$ cat config.mk
export PLATFORM = sky130hd
export DESIGN_NAME = uart_tx_arbiter
export DESIGN_NICKNAME = d
export VERILOG_FILES = /design/src/rtl/uart_tx_arbiter.sv
export SDC_FILE = /design/constraint.sdc
export NUM_CORES = 1
export LEC_CHECK = 0
export ABC_AREA = 1
export CORE_UTILIZATION = 42
export CTS_CLUSTER_SIZE = 40
export DETAILED_ROUTE_END_ITERATION = 10
export PLACE_DENSITY = 0.68
export SLEW_MARGIN = 40
export SYNTH_ARGS = -nofsm -noshare
export SYNTH_HDL_FRONTEND = slang
export SYNTH_SLANG_ARGS = --single-unit
$ cat constraint.sdc
create_clock -name clock -period 5.65 [get_ports clock]
set_input_delay 0.8475 -clock clock [delete_from_list [all_inputs] [get_ports clock]]
set_output_delay 0.8475 -clock clock [all_outputs]
set_load 0.02 [all_outputs]
$ cat src/rtl/uart_tx_arbiter.sv
// Shares one UART sender between the program loader (direct handshake) and the core (FIFO-buffered).
// Define UART_TX_ARB_RR_EN for round-robin arbitration; otherwise the loader has fixed priority.
module uart_tx_arbiter #(
    parameter int FIFO_DEPTH   = 16,
    parameter int BUSY_TIMEOUT = 15
) (
    input  logic                        clock,
    input  logic                        reset,
    input  logic                        ld_valid,
    input  logic [7:0]                  ld_data,
    output logic                        ld_ready,
    input  logic                        core_valid,
    input  logic [7:0]                  core_data,
    output logic                        core_ready,
    input  logic                        tx_busy,
    output logic                        tx_start,
    output logic [7:0]                  sdata,
    output logic [$clog2(FIFO_DEPTH):0] fifo_count,
    output logic                        timeout_err
);

    // state     | meaning
    // IDLE      | sender free; arbitrate loader vs core FIFO
    // WAIT_BUSY | start pulse issued; waiting for tx_busy to rise
    // WAIT_DONE | sender busy; waiting for tx_busy to fall

    localparam int AW = $clog2(FIFO_DEPTH);
    localparam int CW = AW + 1;
    localparam int TW = $clog2(BUSY_TIMEOUT + 1);

    typedef enum logic [1:0] {IDLE, WAIT_BUSY, WAIT_DONE} state_t;
    typedef enum logic {GRANT_LD, GRANT_CORE} grant_t;

    state_t        state;
    grant_t        last_grant;
    logic [TW-1:0] timer;

    logic [7:0]    mem [FIFO_DEPTH];
    logic [AW-1:0] wr_ptr;
    logic [AW-1:0] rd_ptr;
    logic          fifo_empty;
    logic          fifo_full;
    logic          push;
    logic          pop;
    logic          grant_ld;
    logic          grant_core;

    assign fifo_empty = (fifo_count == '0);
    assign fifo_full  = (fifo_count == CW'(FIFO_DEPTH));
    assign core_ready = !fifo_full;
    assign push       = core_valid && !fifo_full;

    always_comb begin
        grant_ld   = 1'b0;
        grant_core = 1'b0;
        if (state == IDLE && !tx_busy) begin
`ifdef UART_TX_ARB_RR_EN
            if (ld_valid && !fifo_empty) begin
                if (last_grant == GRANT_CORE) grant_ld = 1'b1;
                else                          grant_core = 1'b1;
            end else begin
                grant_ld   = ld_valid;
                grant_core = !fifo_empty;
            end
`else
            grant_ld   = ld_valid;
            grant_core = !ld_valid && !fifo_empty;
`endif
        end
    end

`ifndef UART_TX_ARB_RR_EN
    // last_grant is kept for parity with the round-robin build
    logic unused_last_grant;
    assign unused_last_grant = last_grant;
`endif

    assign ld_ready = grant_ld;
    assign pop      = grant_core;

    always_ff @(posedge clock) begin
        if (push) mem[wr_ptr] <= core_data;
    end

    always_ff @(posedge clock or posedge reset) begin
        if (reset) begin
            wr_ptr     <= '0;
            rd_ptr     <= '0;
            fifo_count <= '0;
        end else begin
            if (push) wr_ptr <= wr_ptr + AW'(1);
            if (pop)  rd_ptr <= rd_ptr + AW'(1);
            case ({push, pop})
                2'b10:   fifo_count <= fifo_count + CW'(1);
                2'b01:   fifo_count <= fifo_count - CW'(1);
                default: fifo_count <= fifo_count;
            endcase
        end
    end

    always_ff @(posedge clock or posedge reset) begin
        if (reset) begin
            state       <= IDLE;
            tx_start    <= 1'b0;
            sdata       <= 8'h00;
            timer       <= '0;
            timeout_err <= 1'b0;
            last_grant  <= GRANT_CORE;
        end else begin
            tx_start <= 1'b0;
            case (state)
                IDLE: begin
                    if (grant_ld || grant_core) begin
                        sdata      <= grant_ld ? ld_data : mem[rd_ptr];
                        tx_start   <= 1'b1;
                        timer      <= '0;
                        last_grant <= grant_ld ? GRANT_LD : GRANT_CORE;
                        state      <= WAIT_BUSY;
                    end
                end
                WAIT_BUSY: begin
                    if (tx_busy) begin
                        state <= WAIT_DONE;
                    end else if (timer == TW'(BUSY_TIMEOUT - 1)) begin
                        // sender never acknowledged; the byte is dropped
                        timer       <= TW'(BUSY_TIMEOUT);
                        timeout_err <= 1'b1;
                        state       <= IDLE;
                    end else begin
                        timer <= timer + TW'(1);
                    end
                end
                WAIT_DONE: begin
                    if (!tx_busy) state <= IDLE;
                end
                default: state <= IDLE;
            endcase
        end
    end

endmodule

-- Yosys cells after proc, flatten, opt, wreduce, memory -nomap -nowiden
Memories as Yosys holds them, arrays and structs flattened.
Index checks and enable logic that the tools add are counted.
- word-level logic and storage cells: 58
- memory bits (writable): 128
- register bits: 29
- memories kept: 1
- bitwise gates (word level): 1
- mux-type cells: 17
- reduce and logical (&&, ||, !) cells: 16
- add/sub/neg operators: 5
- equal/unequal tests: 10
- memories (memory ; depth ; bits a word ; read ports ; clocked after memory_dff ; write ports ; line ; text):
    mem ; 16 ; 8 ; 1 ; 0 ; 1 ; 38 ; logic [7:0] mem [FIFO_DEPTH];
- operators with widths (kind ; count):
    adder 4 x 1 -> 4 bit, second input constant ; 3
    two-way mux 4 bit ; 3
    one-hot mux 5 bit (2 select lines) ; 1
    AND reduction 3 bit ; 3
    two-way mux 2 bit ; 4
    two-way mux 8 bit ; 1
    one-hot mux 4 bit (2 select lines) ; 1
    two-way mux 1 bit ; 6
    one-hot mux 2 bit (3 select lines) ; 1
    adder 5 x 1 -> 5 bit, second input constant ; 1
    == test 5 bit, second input constant ; 1
    zero test 5 bit ; 1
    subtractor 5 x 1 -> 5 bit, second input constant ; 1
    == test 2 x 1 -> 1 bit, second input constant ; 2
    == test 2 bit, second input constant ; 2
    == test 4 bit, second input constant ; 1
    zero test 1 bit ; 4
    != test 2 bit, second input constant ; 2
    nonzero test 2 bit ; 2
    logical AND 1 bit ; 3
    != test 3 bit, second input constant ; 1
    zero test 2 bit ; 1
    != test 2 x 1 -> 1 bit, second input constant ; 1
    AND reduction 2 bit ; 1
    2 further kinds ; 2

-- Longest topological paths before layout
- word-level depth: 7
- mapped depth: 14
- mapped depth without buffers: 14

-- Worst setup path before layout
No wires, ideal clock.
- kind: input -> register
- start: input tx_busy
- end: register fifo_count[4]
- arrival: 2462 ps
- stages: 13
- path slack: 3123 ps
- buffers on the path: 0
- cell sequence: nor3_2 > nand2_1 > nor2_2 > ha_1 > xor2_1 > ha_1 > inv_1 > nand2_1 > nand3_1 > nand2_1 > xor2_1 > nand2_1 > nand2_1
- cells in the longest elaborated chain, start to end: 5
- elaborated cells on any way between the ends: 7
- ends and longest elaborated chain (element ; line ; text):
    start: declaration ; 15 ; input logic tx_busy,
    zero test 1 bit (*) ; n/a ;
    logical AND 1 bit (*) ; 56 ; if (state == IDLE && !tx_busy) begin
    two-way mux 1 bit (*) ; 56 ;
    via grant_core ; 46 ; logic grant_core;
    == test 2 x 1 -> 1 bit or == test 2 bit (tied branches) ; 93 ; case ({push, pop})
    one-hot mux 5 bit (2 select lines) or nonzero test 2 bit (tied branches) ; n/a ;
    end signal: assignment ; 94 ; 2'b10: fifo_count <= fifo_count + CW'(1);
    end signal: assignment ; 95 ; 2'b01: fifo_count <= fifo_count - CW'(1);
    end signal: assignment ; 96 ; default: fifo_count <= fifo_count;
    end: declaration ; 18 ; output logic [$clog2(FIFO_DEPTH):0] fifo_count,
Mark *: on every way through the listed nets, which the timed path passes. The rest lies on a longest branch.
A chain may end at the register's enable or synchronous reset.

-- Final worst setup path
- start: input tx_busy
- end: output ld_ready
- cells in the longest elaborated chain, start to end: 3
- ends and longest elaborated chain (element ; line ; text):
    zero test 1 bit ; n/a ;
    logical AND 1 bit ; 56 ;
    two-way mux 1 bit ; 56 ;
    end: declaration ; 11 ; output logic ld_ready,
No other way between the ends.

==> impl_metrics.env <==
export IMPL_cpLargestDelayFamily="buffers and inverters"
export IMPL_worstReg2RegStart="rd_ptr[0]"
export IMPL_h_tree_depth=4
export IMPL_fin_nets=771
export IMPL_crit_required_ns=4.80
export IMPL_die_y_um=132
export IMPL_synthMuxAreaShare_pct=0
export IMPL_power_internal_mw=2.57
export IMPL_gr_usage_all_layers_pct=18.7
export IMPL_postCtsSetupBuffers=0
export IMPL_max_stage_delay_ns=0.60
export IMPL_antenna_found_initial=0
export IMPL_fin_skew_ns=0.0129
export IMPL_crit_top_cell="clkdlybuf4s50_1"
export IMPL_path_clk_slew_ns=0.06
export IMPL_initial_core_util_pct=43.7
export IMPL_routabilityCongestion=0.832
export IMPL_maxCapViolCount=0
export IMPL_seq_area_frac_synth_pct=64.8
export IMPL_hold_viol_final=0
export IMPL_worstHoldPathType="reg2reg"
export IMPL_core_area_mm2=0.0161
export IMPL_syn_num_nets=737
export IMPL_cp_arrival_ns=2.41
export IMPL_cts_buffers=17
export IMPL_synth_top_cell_by_area="edfxtp_1"
export IMPL_slew_limit_headroom_pct=47.3
export IMPL_share_comb_of_total_power_pct=34.1
export IMPL_syn_area_per_cell_um2=10.0
export IMPL_synth_common_cells="250 x nand2_1, 128 x edfxtp_1, 95 x nand3_1"
export IMPL_fin_crit_sh_pct=57.6
export IMPL_power_density_mw_per_mm2=503
export IMPL_async_flop_share_pct=18.5
export IMPL_holdCritStartpoint="sdata[5]"
export IMPL_synth_fa_ha_area_share_pct=1.95
export IMPL_antennaDiodeCount=0
export IMPL_cts_resized=0
export IMPL_worstSkewPairLatency_ns=0.43
export IMPL_vias_per_cell=4.77
export IMPL_grt_max_degree=69
export IMPL_ys_types=25
export IMPL_synth_compound_area_share_pct=1.21
export IMPL_clock_power_share_pct=27.6
export IMPL_rows=46
export IMPL_crit_path_start="tx_busy"
export IMPL_p_leak_nw=3.51
export IMPL_start_kind="input pin"
export IMPL_hold_slack_ns=0.475
export IMPL_drive_gt1_share_pct=6.38
export IMPL_syn_cell_area_mm2=0.00705
export IMPL_die_w_um=132
export IMPL_r2r_cells=10
export IMPL_cts_hold_buf=0
export IMPL_clock_path_buffers=2
export IMPL_rsz0062_at_grt="false"
export IMPL_die_area_mm2=0.0173
export IMPL_path_buf_inv=3
export IMPL_dr_first_iter_drc_count=418
export IMPL_synthCells=705
export IMPL_clock_sinks=157
export IMPL_slew_violations=0
export IMPL_ant_nets=0
export IMPL_cts_tree="built"
export IMPL_p_sw_mw=1.52
export IMPL_drc=0
export IMPL_critPathSlowestCell="clkdlybuf4s50_1"
export IMPL_io_pins=38
export IMPL_path_cells="clkdlybuf4s50_1 > nor3_2 > nand2_2 > inv_1 > clkdlybuf4s50_1"
export IMPL_synth_top_family_by_area="simple AND/OR/NAND/NOR gates"
export IMPL_area_growth_syn_to_layout_pct=15.5
export IMPL_final_seq_area_mm2=0.00457
export IMPL_multiInputGateArea_mm2=0.00197
export IMPL_setup_viol=0
export IMPL_yosysMostFrequentCell="nand2_1"
export IMPL_dr_pass1_iters=5
export IMPL_clock_fmax_mhz=307
export IMPL_grt_pass1_wl_um=24200
export IMPL_grt_overflow=0
export IMPL_vias=4622
export IMPL_finalCriticalPeriod_ns=3.26
export IMPL_grt_pass1_vias=4433
export IMPL_synthSimpleGateAreaFrac_pct=23.0
export IMPL_path_max_fanout=18
export IMPL_fin_setup_tns_ns=0
export IMPL_worst_setup_path_end_kind="primary output"
export IMPL_synth_area_leaders="edfxtp_1 55%, nand2_1 13%, dfrtp_1 10%, nand3_1 6.7%, inv_1 4.6%"
export IMPL_post_drt_wl_per_cell_um=15.7
export IMPL_crit_type="in2out"
export IMPL_synth_edf_count=128
export IMPL_synth_xor_area_share_pct=1.74
export IMPL_hpwl_um=9320
export IMPL_crit_cells=5
export IMPL_wl_um=15200
export IMPL_yosysWarnings=0
export IMPL_io_buffers=37
export IMPL_ir_worst_vdd_uv=293
export IMPL_yosysTopAreaCellShare_pct=54.5
export IMPL_p_sw_share_pct=37.2
export IMPL_fillCellCount=1435
export IMPL_hold_depth=2
export IMPL_synth_ff_type="edfxtp_1"
export IMPL_ys_ff_latch=157
export IMPL_worst_pin_slew_ns=0.787
export IMPL_power_frac_seq_pct=38.3
export IMPL_root_buffer="clkbuf_16"
export IMPL_status="complete, no violations"
[worst paths after layout]
kind                              to  slack, ns
max                         ld_ready       2.39
min                         sdata[5]       0.47
max reg2reg                 sdata[2]       3.20
min reg2reg                 sdata[5]       0.47
max in group asynchronous  rd_ptr[0]       4.52
min in group asynchronous  wr_ptr[3]       0.82
[through the flow]
step	cell area (um^2)	power [mW]	utilization [%]	std cells	setup WS [ns]
after floorplan	7050	2.57	-	705	3.12
after global placement	7550	2.97	46.8	936	2.41
after detailed placement	7560	2.98	46.9	936	2.39
after CTS	8140	4.12	50.5	968	2.39
after global routing	8140	4.34	50.5	968	2.32
final	8140	4.09	50.5	968	2.39
[final cells by class]
cell class | instances | area share (%)
Timing Repair Buffer | 41 | 4.86
Clock inverter | 10 | 1.40
Tap cell | 216 | 3.32
Clock buffer | 22 | 5.83
Multi-Input combinational cell | 431 | 24.2
Sequential cell | 157 | 56.2
Inverter | 91 | 4.23
[routing by layer]
layer / routed length, um / vias up / global-route usage [%]
met5: 0 / - / 0
met4: 274 / 0 / 7.04
met3: 889 / 22 / 5.59
met2: 7300 / 112 / 29.7
met1: 6700 / 2137 / 23.9
li1: - / 2351 / -
[worst min-delay path: stages, from the launching register on]
cell and delay, ns:
dfrtp_1 0.34, nand2_1 0.05, nand2_1 0.06
[cells by family (layout without fill, tap and decap cells)]
family / after synthesis / after routing
simple gates: 391 / 391
flops: 157 / 157
buf+inv: 117 / 164
compound gates: 15 / 15
xor+xnor: 14 / 14
fa+ha+maj: 11 / 11
[state kept, by name, summed over array words and instances, names as in the netlist, 2 cells and up]
register and cells:
fifo_count 5, mem 128, rd_ptr 4, sdata 8, state 2, timer 4, wr_ptr 4
[cells in the final DEF, fill, tap and decap left out, types with 2 or more instances in the layout]
cell type and count:
a21boi_0 2, buf_4 4, bufinv_16 2, clkbuf_1 2, clkbuf_16 17, clkbuf_8 3, clkdlybuf4s50_1 36, clkinv_1 2
clkinv_2 3, clkinvlp_4 4, dfrtp_1 28, edfxtp_1 128, ha_1 11, inv_1 86, inv_2 2, nand2_1 250
nand2_2 3, nand3_1 95, nand4_1 3, nor2_1 33, nor2_2 3, nor3_2 2, o21ai_0 11, o21bai_1 2
xnor2_1 3, xor2_1 11
[power by group through the flow]
stage          registers (mW)  logic [mW]  clock network, mW
3_5_place_dp             1.59        1.40                  0
4_1_cts                  1.57        1.41               1.14
6_report                 1.57        1.39               1.13
2_1_floorplan            1.60       0.967                  0
3_3_place_gp             1.58        1.38                  0
5_1_grt                  1.59        1.56               1.19
(Power assumes the default switching activity.)
